## src/rtl/moving_average_filter.sv

```systemverilog
// Streaming N-tap boxcar (moving-average) filter for signed audio samples.
// Keeps a running sum of the last N samples in a circular buffer and emits
// the floor average, registered, on the same edge that accepts each sample.
module moving_average_filter #(
  parameter int DATA_W = 24,
  parameter int LOG2_N = 3
) (
  input  logic                     clk,
  input  logic                     reset,
  input  logic                     in_valid,
  input  logic signed [DATA_W-1:0] in_data,
  output logic                     out_valid,
  output logic signed [DATA_W-1:0] out_data,
  output logic                     primed
);

  localparam int N     = 1 << LOG2_N;
  localparam int ACC_W = DATA_W + LOG2_N;
  localparam int CNT_W = LOG2_N + 1;
  localparam logic [CNT_W-1:0] LAST = CNT_W'(N - 1);

  typedef enum logic {
    FILL = 1'b0,
    RUN  = 1'b1
  } state_t;

  state_t                    state;
  logic [LOG2_N-1:0]         wr_ptr;
  logic [CNT_W-1:0]          count;
  logic signed [ACC_W-1:0]   acc;
  logic signed [DATA_W-1:0]  sample_buf [N];

  logic signed [DATA_W-1:0]  oldest;
  logic signed [ACC_W-1:0]   in_ext;
  logic signed [ACC_W-1:0]   oldest_ext;
  logic signed [ACC_W-1:0]   acc_next;

  // Next running sum: add the new sample, drop the evicted one (zero while filling)
  always_comb begin
    oldest     = (state == RUN) ? sample_buf[wr_ptr] : '0;
    in_ext     = {{LOG2_N{in_data[DATA_W-1]}}, in_data};
    oldest_ext = {{LOG2_N{oldest[DATA_W-1]}}, oldest};
    acc_next   = acc + in_ext - oldest_ext;
  end

  // Sample storage; never cleared, the fill state masks stale entries
  always_ff @(posedge clk) begin
    if (!reset && in_valid) begin
      sample_buf[wr_ptr] <= in_data;
    end
  end

  // Control, accumulator and registered outputs; the upper slice of the sum is the arithmetic shift by LOG2_N
  always_ff @(posedge clk) begin
    if (reset) begin
      state     <= FILL;
      wr_ptr    <= '0;
      count     <= '0;
      acc       <= '0;
      out_data  <= '0;
      out_valid <= 1'b0;
    end else if (in_valid) begin
      wr_ptr    <= wr_ptr + LOG2_N'(1);
      acc       <= acc_next;
      out_data  <= acc_next[ACC_W-1:LOG2_N];
      out_valid <= 1'b1;
      if (state == FILL) begin
        count <= count + CNT_W'(1);
        if (count == LAST) begin
          state <= RUN;
        end
      end
    end else begin
      out_valid <= 1'b0;
    end
  end

  assign primed = (state == RUN);

endmodule
```

## config.mk

```make
export PLATFORM = sky130hd
export DESIGN_NAME = moving_average_filter
export DESIGN_NICKNAME = d
export VERILOG_FILES = /design/src/rtl/moving_average_filter.sv
export SDC_FILE = /design/constraint.sdc
export NUM_CORES = 1
export LEC_CHECK = 0
export BUFFER_PORTS_ARGS = -buffer_cell sky130_fd_sc_hd__buf_2
export CAP_MARGIN = 20
export CORE_MARGIN = 2
export CORE_UTILIZATION = 58
export CTS_BUF_LIST = sky130_fd_sc_hd__clkbuf_8
export DETAILED_ROUTE_END_ITERATION = 8
export GPL_TIMING_DRIVEN = 0
export PLACE_DENSITY = 0.79
export RECOVER_POWER = 100
export SLEW_MARGIN = 0
export SYNTH_ARGS = -nofsm -noshare
export SYNTH_HDL_FRONTEND = slang
export SYNTH_SLANG_ARGS = --single-unit
```

## constraint.sdc

```tcl
create_clock -name clk -period 4.2 [get_ports clk]
set_input_delay 0.21 -clock clk [delete_from_list [all_inputs] [get_ports clk]]
set_output_delay 0.21 -clock clk [all_outputs]
set_load 0.005 [all_outputs]
```

==> results.json, run 1 <==
{
  "drcViolationCount": 0,
  "die_area_sq_um": 20580,
  "skew_ns": 0.02039,
  "portBuffers": 52,
  "relSlewSlack": -0.8332,
  "critPathRequiredTime_ns": 4.65,
  "final_cell_mix": "edfxtp_1 (192), inv_1 (118), clkbuf_1 (51)",
  "grt_overflow": 0,
  "grt_pass1_wl_um": 38920,
  "num_antenna_cells": 0,
  "syn_avg_cell_area_sq_um": 13.82,
  "grt_max_degree": 25,
  "setup_viol": 0,
  "fin_crit_sh": 0.9771,
  "vias_per_cell": 5.662,
  "drt_first_pass_iters": 5,
  "final_common_cell": "edfxtp_1",
  "dp_cells": 1145,
  "ioPinCount": 53,
  "rows": 51,
  "criticalPathCategory": "reg2reg",
  "syn_inst": 816,
  "rsz0062_at_grt": "true",
  "cellPowerDensity_nw_per_um2": 548.0,
  "hold_ws_ns": 0.1302,
  "grtUsageTotal": 0.2526,
  "yosysWarnings": 0,
  "antenna_left": 0,
  "syn-cell-area_sq_um": 11280,
  "worstReg2RegEnd": "out_data[20]",
  "whs_path_depth": 1,
  "r2r_slack_ns": 0.1,
  "final_nets": 1032,
  "tns_ns": 0,
  "cts_buffers": 38,
  "htreeDepth": 2,
  "cts_sinks": 231,
  "wl_per_cell_um": 19.96,
  "leakagePower_nw": 4.826,
  "placedInstanceArea_sq_um": 12040,
  "post-place-ws_ns": -0.8896,
  "clk_path_buf_depth": 3,
  "hold_viol": 0,
  "r2r_cells": 15,
  "crit_path_start_kind": "register",
  "hold_class": "in2reg",
  "critPathMaxFanout": 10,
  "first_global_vias": 7168,
  "drv_slew": 75,
  "vdd_drop_max_uv": 312.0,
  "cts.clk_slew.worst_paths_ns": 0.07,
  "fmax_ghz": 0.2437,
  "fin_crit_ns": 4.104,
  "clock_latency_ns": 0.52,
  "ys_seq_area_frac": 0.5803,
  "area_growth_pct": 15.88,
  "hp-start": "in_data[4]",
  "placeableCoreArea_sq_um": 19270,
  "nFillCells": 1404,
  "drive_gt1_frac": 0.2080,
  "synth.distinct_cells": 60,
  "cts-root-buf": "clkbuf_8",
  "cap_violations": 3,
  "die_h_um": 143.5,
  "min_delay_worst_endpoint": "sample_buf[0][4]",
  "place_congestion": 0.9686,
  "initial_core_util": 0.5854,
  "hpwl_um": 16920,
  "antenna_found_initial": 0,
  "violations": "capacitance limit, slew limit",
  "setup_ws_ns": 0.09633,
  "cp-end-kind": "register",
  "die_width_um": 143.5,
  "synth_flop_cell": "edfxtp_1",
  "final_area_sq_um": 13070,
  "worst_pin_slew_ns": 2.740,
  "synth_edf_count": 192,
  "finalNonFillerCells": 1241,
  "cp.arrival_ns": 4.55,
  "synthArstFlopShare": 0,
  "wl_um": 24780,
  "drt_iter0_markers": 572,
  "cts_tree": "yes",
  "yosys_register_bits": 231,
  "vias": 7026,
  "status": "finished with violations",
  "synth_nets": 899
}
## layer usage
metal,up-vias,GRT usage,routed length (um)
li1,3223,-,-
met4,0,0.07585,597
met5,-,0,0
met3,45,0.04698,1729
met1,3519,0.3525,10520
met2,239,0.4103,11920
## worst max-delay path: stages, from the launching register on
cell	delay, ns
dfxtp_4	0.38
buf_12	0.14
buf_12	0.16
mux4_2	0.51
mux2i_1	0.16
nor2b_1	0.08
fa_1	0.50
inv_1	0.05
ha_2	0.32
a21o_1	0.24
a31o_1	0.27
nor3_4	0.22
a211oi_4	0.12
or2_1	0.26
or4_4	0.52
o211ai_2	0.08
## timing repair
action	CTS	global route
hold buffers	20	0
pin swaps	3	5
resized for setup	38	22
endpoints found under the setup margin	19	8
setup buffers	3	9
endpoints found under the hold margin	157	0
## worst max-delay path by stage
stage	end	depth (start not counted)	startpoint	slack, ns
6_report	out_data[20]	15	register	0.1
3_5_place_dp	out_data[22]	15	register	-0.89
5_1_grt	out_data[20]	16	register	-0.04
2_1_floorplan	out_data[20]	15	register	0.08
4_1_cts	out_data[20]	15	register	0.009
3_3_place_gp	sample_buf[0][7]	5	reset	-2.20
## area by class of cell
class,count,area [sq um],area share
Multi-Input combinational cell,424,4144,0.3170
Clock inverter,28,173.9,0.01330
Sequential cell,231,6550,0.5011
Timing Repair Buffer,96,561.8,0.04297
Tap cell,265,331.6,0.02536
Clock buffer,39,536.8,0.04106
Inverter,108,405.4,0.03101
Buffer,50,369.1,0.02824
## logic make-up after synthesis
kind of cell / synth area share
DFF: 0.5803
buffers and inverters: 0.06211
and+or+nand+nor: 0.06832
AOI/OAI and AO/OA: 0.06278
muxes: 0.1300
adders and majority gates: 0.07941
xor gates and xnor gates: 0.01708
## report_power, final
group | switching [mW] | internal (mW)
clock | 0.873 | 0.989
sequential | 0.101 | 2.62
combinational | 1.44 | 1.15
## registers in the layout, summed over array words and instances, names as in the netlist, named ones only
| register | flops |
|---|---|
| primed | 1 |
| out_valid | 1 |
| acc | 3 |
| sample_buf | 192 |
| wr_ptr | 3 |
| out_data | 24 |
| count | 4 |
## cell usage after synthesis, drive strengths merged, types with 7 or more instances
library cell,count,share of area
edfxtp,192,0.51
inv,107,0.036
mux4,48,0.096
nand2,41,0.014
dfxtp,39,0.069
nor2,38,0.013
a21oi,36,0.016
buf,36,0.021
mux2i,34,0.030
ha,30,0.033
fa,26,0.046
nor2b,24,0.013
o21ai,19,0.0084
clkbuf,17,0.0057
xnor2,15,0.012
nor3,10,0.0049
a21o,9,0.0061
nand4,8,0.0044
a211oi,7,0.0051
xor2,7,0.0054
## per-stage QoR
stage,power (mW),util
2_1_floorplan,4.537,-
3_3_place_gp,5.102,0.6161
3_5_place_dp,5.147,0.6249
4_1_cts,7.094,0.6789
5_1_grt,7.600,0.6784
6_report,7.164,0.6784
Power figures use the tool's default switching activity.
==> run 2, diff against run 1 <==
Settings changed: MAX_ROUTING_LAYER set to met4.
==> results.json, run 2 (synthesized netlist as in run 1, its figures left out) <==
{
  "path_cells": "buf_12 -> buf_8 -> mux4_2 -> mux2_2 -> nand2_1 -> fa_1 -> ha_4 -> nand2_1 -> o211ai_2 -> nand4_1 -> a211oi_4 -> a41oi_2 -> or4_1 -> o211ai_1",
  "setup_ws_ns": 0.08107,
  "fmax_ghz": 0.2428,
  "wl_per_cell_um": 20.02,
  "drt_iter0_markers": 606,
  "hpwl_um": 17010,
  "leakagePower_nw": 4.876,
  "ioPinCount": 53,
  "max_stage_delay_ns": 0.52,
  "cts.clk_slew.worst_paths_ns": 0.06,
  "grt_max_degree": 25,
  "r2r_slack_ns": 0.08,
  "rows": 51,
  "first_global_vias": 7118,
  "crit_slowest_cell": "mux4_2",
  "initial_core_util": 0.5854,
  "cp.arrival_ns": 4.57,
  "num_antenna_cells": 0,
  "skew_ns": 0.03491,
  "final_nets": 1035,
  "die_area_sq_um": 20580,
  "place_congestion": 0.9897,
  "fin_util": 0.6819,
  "relSlewSlack": -0.8272,
  "drv_slew": 92,
  "cellPowerDensity_nw_per_um2": 544.3,
  "post-place-ws_ns": -0.9430,
  "cts_sinks": 231,
  "reg_top3": "sample_buf (192), out_data (24), count (4)",
  "cts_buffers": 38,
  "antenna_found_initial": 0,
  "cts_tree": "yes",
  "violations": "capacitance limit, slew limit",
  "rsz0062_at_grt": "true",
  "critPathMaxFanout": 10,
  "final_common_cell": "edfxtp_1",
  "tns_ns": 0,
  "antenna_left": 0,
  "drcViolationCount": 0,
  "cp-end-kind": "register",
  "status": "finished with violations",
  "final_cell_mix": "edfxtp_1 (192), inv_1 (123), clkbuf_1 (49)",
  "die_h_um": 143.5,
  "crit_path_start_kind": "register",
  "critPathRequiredTime_ns": 4.65,
  "area_growth_pct": 16.49,
  "wl_um": 24930,
  "grt_pass1_wl_um": 37900,
  "grtUsageTotal": 0.2557,
  "hp-start": "reset",
  "hold_viol": 0,
  "htreeDepth": 2,
  "worst_pin_slew_ns": 2.731,
  "vdd_drop_max_uv": 318.0,
  "fin_crit_ns": 4.119,
  "clk_path_buf_depth": 3,
  "criticalPathCategory": "reg2reg",
  "clock_latency_ns": 0.54,
  "grt_overflow": 0,
  "cap_violations": 6,
  "largest_reg_flops": 192,
  "vias": 7027,
  "vias_per_cell": 5.644,
  "placeableCoreArea_sq_um": 19270,
  "drt_first_pass_iters": 5,
  "hold_class": "in2reg",
  "drive_gt1_frac": 0.2071,
  "fin_crit_sh": 0.9807,
  "cts-root-buf": "clkbuf_8",
  "setup_viol": 0,
  "portBuffers": 52,
  "die_width_um": 143.5,
  "nFillCells": 1367,
  "top_register": "sample_buf",
  "cp_common_cell": "nand2_1"
}
==> run 2: per-stage QoR <==
step                std cells  area (sq um)  hold slack (ns)  total power [mW]
floorplan                 816         11280           0.3089             4.537
global placement         1133         11870           0.4611             5.103
finish                   1245         13140          0.04885             7.153
global route             1245         13140          0.03847             7.592
detailed placement       1145         12050           0.4687             5.161
CTS                      1237         13090          0.02656             7.047
==> run 2: area by class of cell <==
class / count / area, sq um / area share
multi-input cells: 424 / 4158 / 0.3164
clock buffers: 39 / 536.8 / 0.04085
flip-flops and latches: 231 / 6550 / 0.4984
plain buffers: 49 / 355.3 / 0.02704
inverters: 108 / 405.4 / 0.03085
repair buffers: 100 / 648.1 / 0.04932
clock inverters: 29 / 156.4 / 0.01190
well taps: 265 / 331.6 / 0.02523
==> run 2: path summary, 6_finish.rpt <==
path,to,cells after the start
max reg2reg,out_data[22],14
min,out_data[6],3
min reg2reg,out_data[17],2
max,out_data[22],14
==> run 2: worst max-delay path, delay by kind of cell, from the launching register on <==
family	cells	cell delay [ns]
AO/OA/AOI/OAI	4	0.88
multiplexers	2	0.80
adder cells (fa/ha/maj)	2	0.80
AND/OR/NAND/NOR	4	0.79
flip-flops	1	0.42
buffers and inverters	2	0.32
==> run 2: power breakdown <==
group | switching, mW | internal, mW | leakage, nW | total [mW]
sequential | 0.101 | 2.62 | 2.06 | 2.72
combinational | 1.46 | 1.18 | 2.41 | 2.64
clock | 0.868 | 0.932 | 0.409 | 1.80
==> run 2: timing repair <==
action,CTS,global route
setup endpoints to repair,20,7
cloned,0,2
hold buffers,23,0
pin swaps,3,5
resized for setup,38,25
endpoints found under the hold margin,178,0
buffers inserted,2,9
==> run 2: per-layer routing <==
layer	up-vias	global-route usage	part of all wire
met5	-	-	0
li1	3227	-	-
met2	254	0.3992	0.48
met3	52	0.04165	0.061
met4	0	0.09959	0.029
met1	3494	0.3418	0.43
